===== src/rtl/burst_process_engine.sv =====
// Buffers a burst of up to DEPTH words, then reduces them with sum/xor/max/min into one result.
// Latency: last input handshake at T -> L reduction cycles -> res_valid from T+L+1.
// Backpressure: in_ready only in LOAD (source may stall freely); result held stable until res_ready.
// Optional: define BURST_PROCESS_PARITY_EN to add in_parity input and sticky par_err output.
module burst_process_engine #(
    parameter int WIDTH = 8,
    parameter int DEPTH = 16,
    localparam int AW = $clog2(DEPTH),
    localparam int RW = WIDTH + AW
) (
    input  logic          clk,
    input  logic          rst,
    input  logic          start,
    input  logic [AW:0]   len,
    input  logic [1:0]    op,
    output logic          busy,
    input  logic          in_valid,
    input  logic [WIDTH-1:0] in_data,
`ifdef BURST_PROCESS_PARITY_EN
    input  logic          in_parity,
    output logic          par_err,
`endif
    output logic          in_ready,
    output logic          res_valid,
    output logic [RW-1:0] res_data,
    input  logic          res_ready,
    output logic          done
);

    typedef enum logic [1:0] {S_IDLE, S_LOAD, S_PROCESS, S_DONE} state_t;

    localparam logic [AW:0] DEPTH_L = (AW+1)'(DEPTH);
    localparam logic [AW:0] ONE     = (AW+1)'(1);

    state_t          state, state_nx;
    logic [WIDTH-1:0] mem [DEPTH];
    logic [1:0]      op_q;
    logic [AW:0]     len_q, wr_cnt, rd_cnt, len_eff;
    logic [RW-1:0]   acc, acc_nx, acc_init, rd_ext;
    logic            done_q, wr_en, wr_last, rd_last, start_ok;

    // Effective length, accumulator seed and read-side word for the current cycle
    always_comb begin
        len_eff  = (len == '0 || len > DEPTH_L) ? DEPTH_L : len;
        acc_init = (op == 2'd3) ? {{AW{1'b0}}, {WIDTH{1'b1}}} : '0;
        start_ok = (state == S_IDLE) && start;
        wr_en    = (state == S_LOAD) && in_valid;
        wr_last  = (wr_cnt == len_q - ONE);
        rd_last  = (rd_cnt == len_q - ONE);
        rd_ext   = {{AW{1'b0}}, mem[rd_cnt[AW-1:0]]};
    end

    // One reduction step: combine the accumulator with the word being read
    always_comb begin
        acc_nx = acc;
        case (op_q)
            2'd0: acc_nx = acc + rd_ext;
            2'd1: acc_nx = acc ^ rd_ext;
            2'd2: acc_nx = (rd_ext > acc) ? rd_ext : acc;
            default: acc_nx = (rd_ext < acc) ? rd_ext : acc;
        endcase
    end

    // Next-state logic and state-decoded outputs
    always_comb begin
        state_nx  = state;
        busy      = 1'b1;
        in_ready  = 1'b0;
        res_valid = 1'b0;
        res_data  = '0;
        case (state)
            S_IDLE: begin
                busy = 1'b0;
                if (start) state_nx = S_LOAD;
            end
            S_LOAD: begin
                in_ready = 1'b1;
                if (in_valid && wr_last) state_nx = S_PROCESS;
            end
            S_PROCESS: begin
                if (rd_last) state_nx = S_DONE;
            end
            default: begin
                res_valid = 1'b1;
                res_data  = acc;
                if (res_ready) state_nx = S_IDLE;
            end
        endcase
    end

    // State register
    always_ff @(posedge clk or posedge rst) begin
        if (rst) state <= S_IDLE;
        else     state <= state_nx;
    end

    // Burst configuration, address counters, accumulator and done pulse
    always_ff @(posedge clk or posedge rst) begin
        if (rst) begin
            op_q   <= 2'd0;
            len_q  <= '0;
            wr_cnt <= '0;
            rd_cnt <= '0;
            acc    <= '0;
            done_q <= 1'b0;
        end else begin
            done_q <= (state == S_DONE) && res_ready;
            if (start_ok) begin
                op_q   <= op;
                len_q  <= len_eff;
                wr_cnt <= '0;
                rd_cnt <= '0;
                acc    <= acc_init;
            end
            if (wr_en) wr_cnt <= wr_cnt + ONE;
            if (state == S_PROCESS) begin
                acc    <= acc_nx;
                rd_cnt <= rd_cnt + ONE;
            end
        end
    end

    // Burst storage; contents are don't-care until written in LOAD
    always_ff @(posedge clk) begin
        if (wr_en) mem[wr_cnt[AW-1:0]] <= in_data;
    end

    assign done = done_q;

`ifdef BURST_PROCESS_PARITY_EN
    logic par_err_q;
    // Sticky even-parity error over accepted words, cleared when a new burst starts
    always_ff @(posedge clk or posedge rst) begin
        if (rst)                                  par_err_q <= 1'b0;
        else if (start_ok)                        par_err_q <= 1'b0;
        else if (wr_en && ^{in_data, in_parity})  par_err_q <= 1'b1;
    end
    assign par_err = par_err_q;
`endif

endmodule


===== config.mk =====
export PLATFORM = sky130hd
export DESIGN_NAME = burst_process_engine
export DESIGN_NICKNAME = d
export VERILOG_FILES = /design/src/rtl/burst_process_engine.sv
export SDC_FILE = /design/constraint.sdc
export NUM_CORES = 1
export LEC_CHECK = 0
export ABC_AREA = 1
export CORE_ASPECT_RATIO = 0.5
export CORE_UTILIZATION = 55
export DETAILED_ROUTE_END_ITERATION = 12
export GPL_TIMING_DRIVEN = 0
export PLACE_DENSITY = 0.73
export SYNTH_ARGS = -nofsm -noshare
export SYNTH_HDL_FRONTEND = slang
export SYNTH_SLANG_ARGS = --single-unit

===== constraint.sdc =====
create_clock -name clk -period 2.6 [get_ports clk]
set_clock_uncertainty 0.2 [all_clocks]
set_input_delay 0.52 -clock clk [delete_from_list [all_inputs] [get_ports clk]]
set_output_delay 0.52 -clock clk [all_outputs]
set_load 0.01 [all_outputs]

==> flow_summary_export.csv, run 1 <==
group,metric,value,unit
sta,final_min_period_over_clock_period,1.16,
critical_path,worstPathArrival,3.14,ns
route,drt-met1-wl,9240,um
yosys,yosys_warnings,0,
power,peak_supply_drop,0.000548,V
yosys,synthDominantAreaCellType,"edfxtp_1",
placement,hpwl,13900,um
critical_path,timing.critical_path.fanout_max,10,
floorplanning,design.die.area,15500,um2
floorplanning,io-pin-count,36,
floorplanning,die_span_in_x,175,um
yosys,count_of_flip_flops_with_a_built_in_enable_after_synthesis,128,
route,highest_layer,"met4",
power,power_density,1130,nW/um2
yosys,synthesis.area_per_instance,8.95,um2
critical_path,setup.reg_to_reg.worst_slack,-0.41,ns
sta,min_period,3.01,ns
yosys,synth_most_common_cell,"nand2_1",
placement,globalplace.congestion,0.918,
placement,number_of_buffers_inserted_by_port_buffering,35,
clock_network,hold_buffers,0,
floorplanning,core.rowCount,31,
floorplanning,height_of_the_die,88.6,um
yosys,synth_largest_type_area_fraction,0.465,
yosys,synth.net_count,979,
floorplanning,design.core.area,14500,um2
clock_network,cts_inserted_buffers,17,
critical_path,data_required_time_at_the_worst_endpoint,2.73,ns
sta,max_slew_violation_count,0,
yosys,netlist_instances,923,
yosys,synth-main-ff-cell,"edfxtp_1",
global_route,grt_first_pass_wirelength,32300,um
critical_path,setup.worst_path.class,"flop to flop",
route,met2_length,10900,um
sta,timing.slew.headroom,0.585,
critical_path,r2r.worst_path.cells,18,
floorplanning,effective_utilization_at_floorplan,0.568,
route,route.vias.total,6948,
sta,fmaxAchievable,332,MHz
global_route,via_count_of_the_first_global_routing_pass,6084,
clock_network,cts.reportedPaths.clkPinSlew,0.07,ns
global_route,grt_max_degree,33,
clock_network,tritoncts,"built",
clock_network,clockRootBuffer,"clkbuf_16",
critical_path,setup_crit_start_kind,"flop",
power,standby_leakage_power,4.61,nW
finish,design.final.nets,1073,
finish,diodes,0,
route,firstDrtPassIters,6,
yosys,synth_cell_types,33,
critical_path,timing.rr.end,"acc[11]",
yosys,synth_common_cells,"nand2_1 (306), edfxtp_1 (128), inv_1 (103), nor2_1 (96), nand3_1 (78)",
yosys,async_reset_ff_frac,0.200,
route,post_drt_wl_per_cell,18.6,um
hold_path,worstHoldPathType,"input pin to async pin",
placement,dp_slack,-0.641,ns
sta,rsz0062_at_grt,"true",
sta,worst_slack,-0.415,ns
clock_network,clock_tree.htree_level_count,4,
route,detail_route.iter0.violations,773,
finish,post_layout_nonfiller_instances,1228,
yosys,synth_sequential_area_ratio,0.562,
route,drt_drc_violations_left,0,
sta,finalHoldViolations,0,
global_route,grt_remaining_overflow,0,
clock_network,clk_latency,0.44,ns
status,outcome,"finished, violations left",
clock_network,clk_path_buf_depth,2,
finish,layout-drive-gt1-share,0.233,
sta,worst_pin_slew,0.622,ns
route,detailed_route_wirelength_on_metal3,2120,um
yosys,synth.cell_area,8260,um2
run,drv.max_cap_violation_count,0,
route,ant_nets,0,
sta,setup_viol_count_final,12,
clock_network,clkSinkCount,160,
yosys,synth_seq_cells,160,
status,violations,"setup timing",
global_route,grt_antenna_before_repair,0,
route,viasPerCell,5.66,
route,totalWireLength,22800,um
yosys,main_area_contributors_after_synthesis,"edfxtp_1 (47%), nand2_1 (14%), dfrtp_1 (9.7%)",
critical_path,setup.worst_path.end_class,"flop",
global_route,grt_use_total,0.282,
critical_path,worstReg2RegStart,"rd_cnt[3]",
placement,dp_cell_count,1156,
finish,layout-area-overhead-vs-synth,29.2,%
==> metrics by stage <==
step                hold slack, ns  utilization  power [mW]  setup TNS [ns]  cell area [um2]
global placement             0.307        0.613        7.46          -19.70             8910
detailed placement           0.331        0.613        7.57          -23.93             8910
finish                       0.173        0.733        12.0           -4.46            10700
global route                 0.207        0.733        12.6           -5.66            10700
floorplan                    0.273            -        6.35               0             8310
CTS                          0.344        0.697        11.0           -2.78            10100
==> cell usage in the layout (no fill, tap or decap), types with 20 or more instances in the layout <==
cell             Yosys  final
a21oi_1             28     21
buf_4                5     31
clkdlybuf4s50_1      0     29
dfrtp_1             32     29
edfxtp_1           128    128
ha_1                35     23
inv_1              103     99
nand2_1            306    263
nand2_2              6     42
nand3_1             78     66
nor2_1              96     63
nor2_2               0     24
o21ai_0             29     20
==> final cells by class <==
type                    count  area [um2]
clock buffers              17         425
plain buffers              26         314
flip-flops and latches    160        4650
inverters                 109         448
repair inverters            1        16.3
multi-input cells         628        3600
fillers                   988        3880
repair buffers             74         769
clock inverters            15         195
well taps                 198         248
==> registers in the layout, indices dropped and copies added (netlist names) <==
name and cells:
acc 12, op_q 2, mem 128, state 2, done 1, rd_cnt 5, wr_cnt 5, len_q 5
==> worst max-delay path by stage <==
stage                     endpoint  startpoint  slack (ns)
after CTS                   acc[9]   rd_cnt[1]       -0.27
final                      acc[11]   rd_cnt[3]       -0.41
after floorplan             acc[9]   rd_cnt[1]       0.001
after detailed placement    acc[9]   rd_cnt[0]       -0.64
after global placement      acc[9]   rd_cnt[0]       -0.62
after global routing       acc[10]   rd_cnt[0]       -0.52
==> per-layer routing <==
layer / vias up / track usage
met4: 0 / 0.0854
met1: 3347 / 0.379
li1: 3208 / -
met2: 338 / 0.463
met3: 55 / 0.0631
met5: - / 0
==> power by group <==
part	switching, mW	total [mW]	internal (mW)
registers	0.218	3.20	2.98
logic	3.73	6.12	2.39
clock network	1.13	2.68	1.55
total	5.08	12.0	6.92
==> logic make-up (layout without fill, tap and decap cells) <==
| group | Yosys count | after routing | synth area share |
|---|---|---|---|
| flops | 160 | 160 | 0.562 |
| buf+inv | 136 | 242 | 0.0709 |
| simple gates | 506 | 507 | 0.253 |
| mux | 1 | 1 | 0.00121 |
| xor+xnor | 3 | 3 | 0.00318 |
| fa+ha+maj | 36 | 36 | 0.0555 |
| compound gates | 81 | 81 | 0.0539 |
==> timing repair <==
item | 4_1_cts | 5_1_grt
endpoints found under the setup margin | 39 | 127
gates resized for setup | 99 | 119
endpoints found under the hold margin | 0 | 0
buffers inserted | 27 | 7
cloned | 4 | 3
pin swaps | 19 | 50
==> critical path, cell delays in order (launching register included) <==
cell,delay [ns]
dfrtp_1,0.54
clkbuf_2,0.36
nand2_1,0.11
nor2_2,0.22
nand2_2,0.11
nand2_4,0.12
ha_4,0.22
nand2_2,0.07
inv_1,0.04
nand2_1,0.05
nand2_1,0.06
nand2_1,0.09
nand2_2,0.09
a21oi_4,0.18
nand2_4,0.14
inv_8,0.12
nand2_8,0.06
nand2_2,0.06
nand2_2,0.04
Note: power is estimated with default switching activity, not from simulation.
==> run 2: changes to the inputs <==
- CAP_MARGIN: default -> 20
- CORE_MARGIN: default -> 2
- CTS_CLUSTER_SIZE: default -> 25
==> flow_summary_export.csv, run 2 (synthesized netlist as in run 1, its figures left out) <==
group,metric,value,unit
global_route,grt_antenna_before_repair,0,
finish,final_common_cell,"nand2_1",
global_route,grt_max_degree,23,
global_route,global_route.usage.met1,0.382,
clock_network,clkSinkCount,160,
power,intPower,6.68,mW
critical_path,crit_slowest_cell,"dfrtp_2",
floorplanning,design.die.area,16100,um2
finish,largest_register_ff_count,128,
sta,worst_slack,-0.414,ns
sta,rsz0062_at_grt,"true",
global_route,via_count_of_the_first_global_routing_pass,6450,
floorplanning,die_span_in_x,177,um
clock_network,clk_path_buf_depth,2,
global_route,grt_use_total,0.281,
route,detail_route.iter0.violations,673,
finish,fill_cells,1035,
critical_path,crit_path_frequent_cell,"nand2_2",
finish,commonest_cells_after_routing_fill_and_taps_aside,"nand2_1 (264), edfxtp_1 (128), inv_1 (101)",
sta,fmaxAchievable,332,MHz
sta,worst_pin_slew,0.847,ns
critical_path,timing.rr.end,"acc[5]",
critical_path,max_incr_delay_on_cp,0.46,ns
finish,diodes,0,
route,route.vias.total,6819,
sta,finalHoldWorstSlack,0.222,ns
sta,final_min_period_over_clock_period,1.16,
global_route,grt_first_pass_wirelength,33700,um
finish,utilization,0.717,
clock_network,clock_tree.htree_level_count,4,
floorplanning,io-pin-count,36,
power,power.share.sequential,0.272,
power,power.switching,5.09,mW
status,violations,"setup timing",
clock_network,cts_inserted_buffers,17,
critical_path,worstPathCellList,"buf_12 -> buf_8 -> o211ai_1 -> nand3_1 -> nand3_1 -> nand2_2 -> ha_4 -> nand2_2 -> inv_2 -> nand2_1 -> nand2_1 -> nand2_2 -> nand2_4 -> a21oi_4 -> nand2_8 -> buf_12 -> nand2_2 -> nand2_1",
global_route,grt_remaining_overflow,0,
power,peak_supply_drop,0.000806,V
placement,globalplace.congestion,0.905,
power,p_comb_frac,0.520,
critical_path,family_with_the_most_delay_on_the_worst_path,"simple AND/OR/NAND/NOR gates",
floorplanning,effective_utilization_at_floorplan,0.566,
critical_path,worstReg2RegStart,"rd_cnt[0]",
critical_path,setup.reg_to_reg.worst_slack,-0.41,ns
critical_path,worstPathArrival,3.14,ns
route,ant_nets,0,
global_route,grt.met3_usage,0.0665,
finish,layout-area-overhead-vs-synth,26.6,%
route,post_drt_wl_per_cell,18.1,um
clock_network,cts.reportedPaths.clkPinSlew,0.07,ns
global_route,gr-max-usage-layer,"met2",
route,drt_drc_violations_left,0,
route,totalWireLength,22100,um
power,power.clock.fraction,0.207,
floorplanning,core.rowCount,31,
critical_path,timing.critical_path.fanout_max,7,
critical_path,critical_path_buf_inv_count,4,
floorplanning,design.core.area,14600,um2
critical_path,data_required_time_at_the_worst_endpoint,2.72,ns
power,power.share.switching,0.432,
placement,hpwl,13900,um
route,firstDrtPassIters,8,
route,viasPerCell,5.59,
clock_network,hold_buffers,0,
finish,layout-drive-gt1-share,0.209,
status,outcome,"finished, violations left",
sta,min_period,3.01,ns
clock_network,clk_latency,0.43,ns
finish,design.final.nets,1065,
sta,timing.slew.headroom,0.434,
critical_path,setup_crit_start_kind,"flop",
sta,max_slew_violation_count,0,
hold_path,worstHoldPathType,"input pin to async pin",
power,power_density,1130,nW/um2
critical_path,setup.worst_path.end_class,"flop",
sta,setup_viol_count_final,12,
run,drv.max_cap_violation_count,0,
clock_network,tritoncts,"built",
power,standby_leakage_power,4.53,nW
critical_path,r2r.worst_path.cells,18,
clock_network,clockRootBuffer,"clkbuf_16",
floorplanning,height_of_the_die,90.6,um
global_route,use_met2,0.458,
critical_path,setup.worst_path.class,"flop to flop",
placement,number_of_buffers_inserted_by_port_buffering,35,
sta,finalHoldViolations,0,
[run 2: cell types whose count changed in the layout (fill, tap and decap cells not counted), sizes merged]
cell	before	now
buf	58	52
bufinv	3	0
clkinv	7	4
clkinvlp	1	3
dlygate4sd2	1	3
dlymetal6s2s	5	3
inv	114	117
nand2	315	314
[run 2: area by class of cell]
class                           instances  area [um2]  area share
Timing Repair Buffer                   67         686      0.0656
Clock inverter                         14         140      0.0134
Sequential cell                       160        4650       0.445
Timing Repair inverter                  1        6.26    0.000598
Tap cell                              198         248      0.0237
Buffer                                 26         329      0.0315
Multi-Input combinational cell        627        3520       0.337
Clock buffer                           18         429      0.0411
Inverter                              109         442      0.0423
[run 2: worst register-to-register path, cell delays in order, from the launching register on]
cell and delay, ns:
dfrtp_2 0.46, buf_12 0.18, buf_8 0.15, o211ai_1 0.21, nand3_1 0.19, nand3_1 0.14, nand2_2 0.12, ha_4 0.26
nand2_2 0.06, inv_2 0.03, nand2_1 0.05, nand2_1 0.06, nand2_2 0.08, nand2_4 0.07, a21oi_4 0.25, nand2_8 0.13
buf_12 0.16, nand2_2 0.06, nand2_1 0.06
[run 2: per-stage QoR]
stage	instances	area, um2	worst slack [ns]	total power, mW	TNS, ns
after detailed placement	1157	8940	-0.676	7.61	-22.76
final	1220	10500	-0.414	11.8	-4.52
after floorplan	923	8310	0.00114	6.35	0
after global placement	1156	8910	-0.640	7.51	-19.28
after CTS	1220	10200	-0.291	11.2	-3.18
after global routing	1220	10500	-0.505	12.5	-5.87
[run 2: power by group through the flow]
stage               clock network (mW)  logic [mW]  registers [mW]
finish                            2.44        6.13            3.20
detailed placement                   0        4.39            3.22
CTS                               2.44        5.56            3.18
global placement                     0        4.29            3.21
global route                      2.56        6.70            3.23
floorplan                            0        3.19            3.16
[run 2: worst max-delay path by stage]
| stage | endpoint | slack (ns) | cells after the start | start |
|---|---|---|---|---|
| finish | acc[5] | -0.41 | 18 | rd_cnt[0] |
| global placement | acc[9] | -0.64 | 19 | rd_cnt[0] |
| global route | acc[1] | -0.50 | 18 | rd_cnt[0] |
| detailed placement | acc[10] | -0.68 | 19 | rd_cnt[0] |
| CTS | acc[9] | -0.29 | 19 | rd_cnt[0] |
| floorplan | acc[9] | 0.001 | 22 | rd_cnt[1] |
[run 2: repair_timing]
| action | in CTS | in global routing |
|---|---|---|
| resized for setup | 116 | 80 |
| pin swaps | 51 | 34 |
| hold endpoints to repair | 0 | 0 |
| buffers inserted | 26 | 2 |
| endpoints found under the setup margin | 39 | 46 |
| gates cloned | 6 | 0 |
[run 2: per-layer routing]
layer	wire, um	up-vias	share of wire
met1	9220	3270	0.42
met2	10500	323	0.48
li1	-	3186	-
met5	0	-	0
met4	379	0	0.017
met3	2000	40	0.090
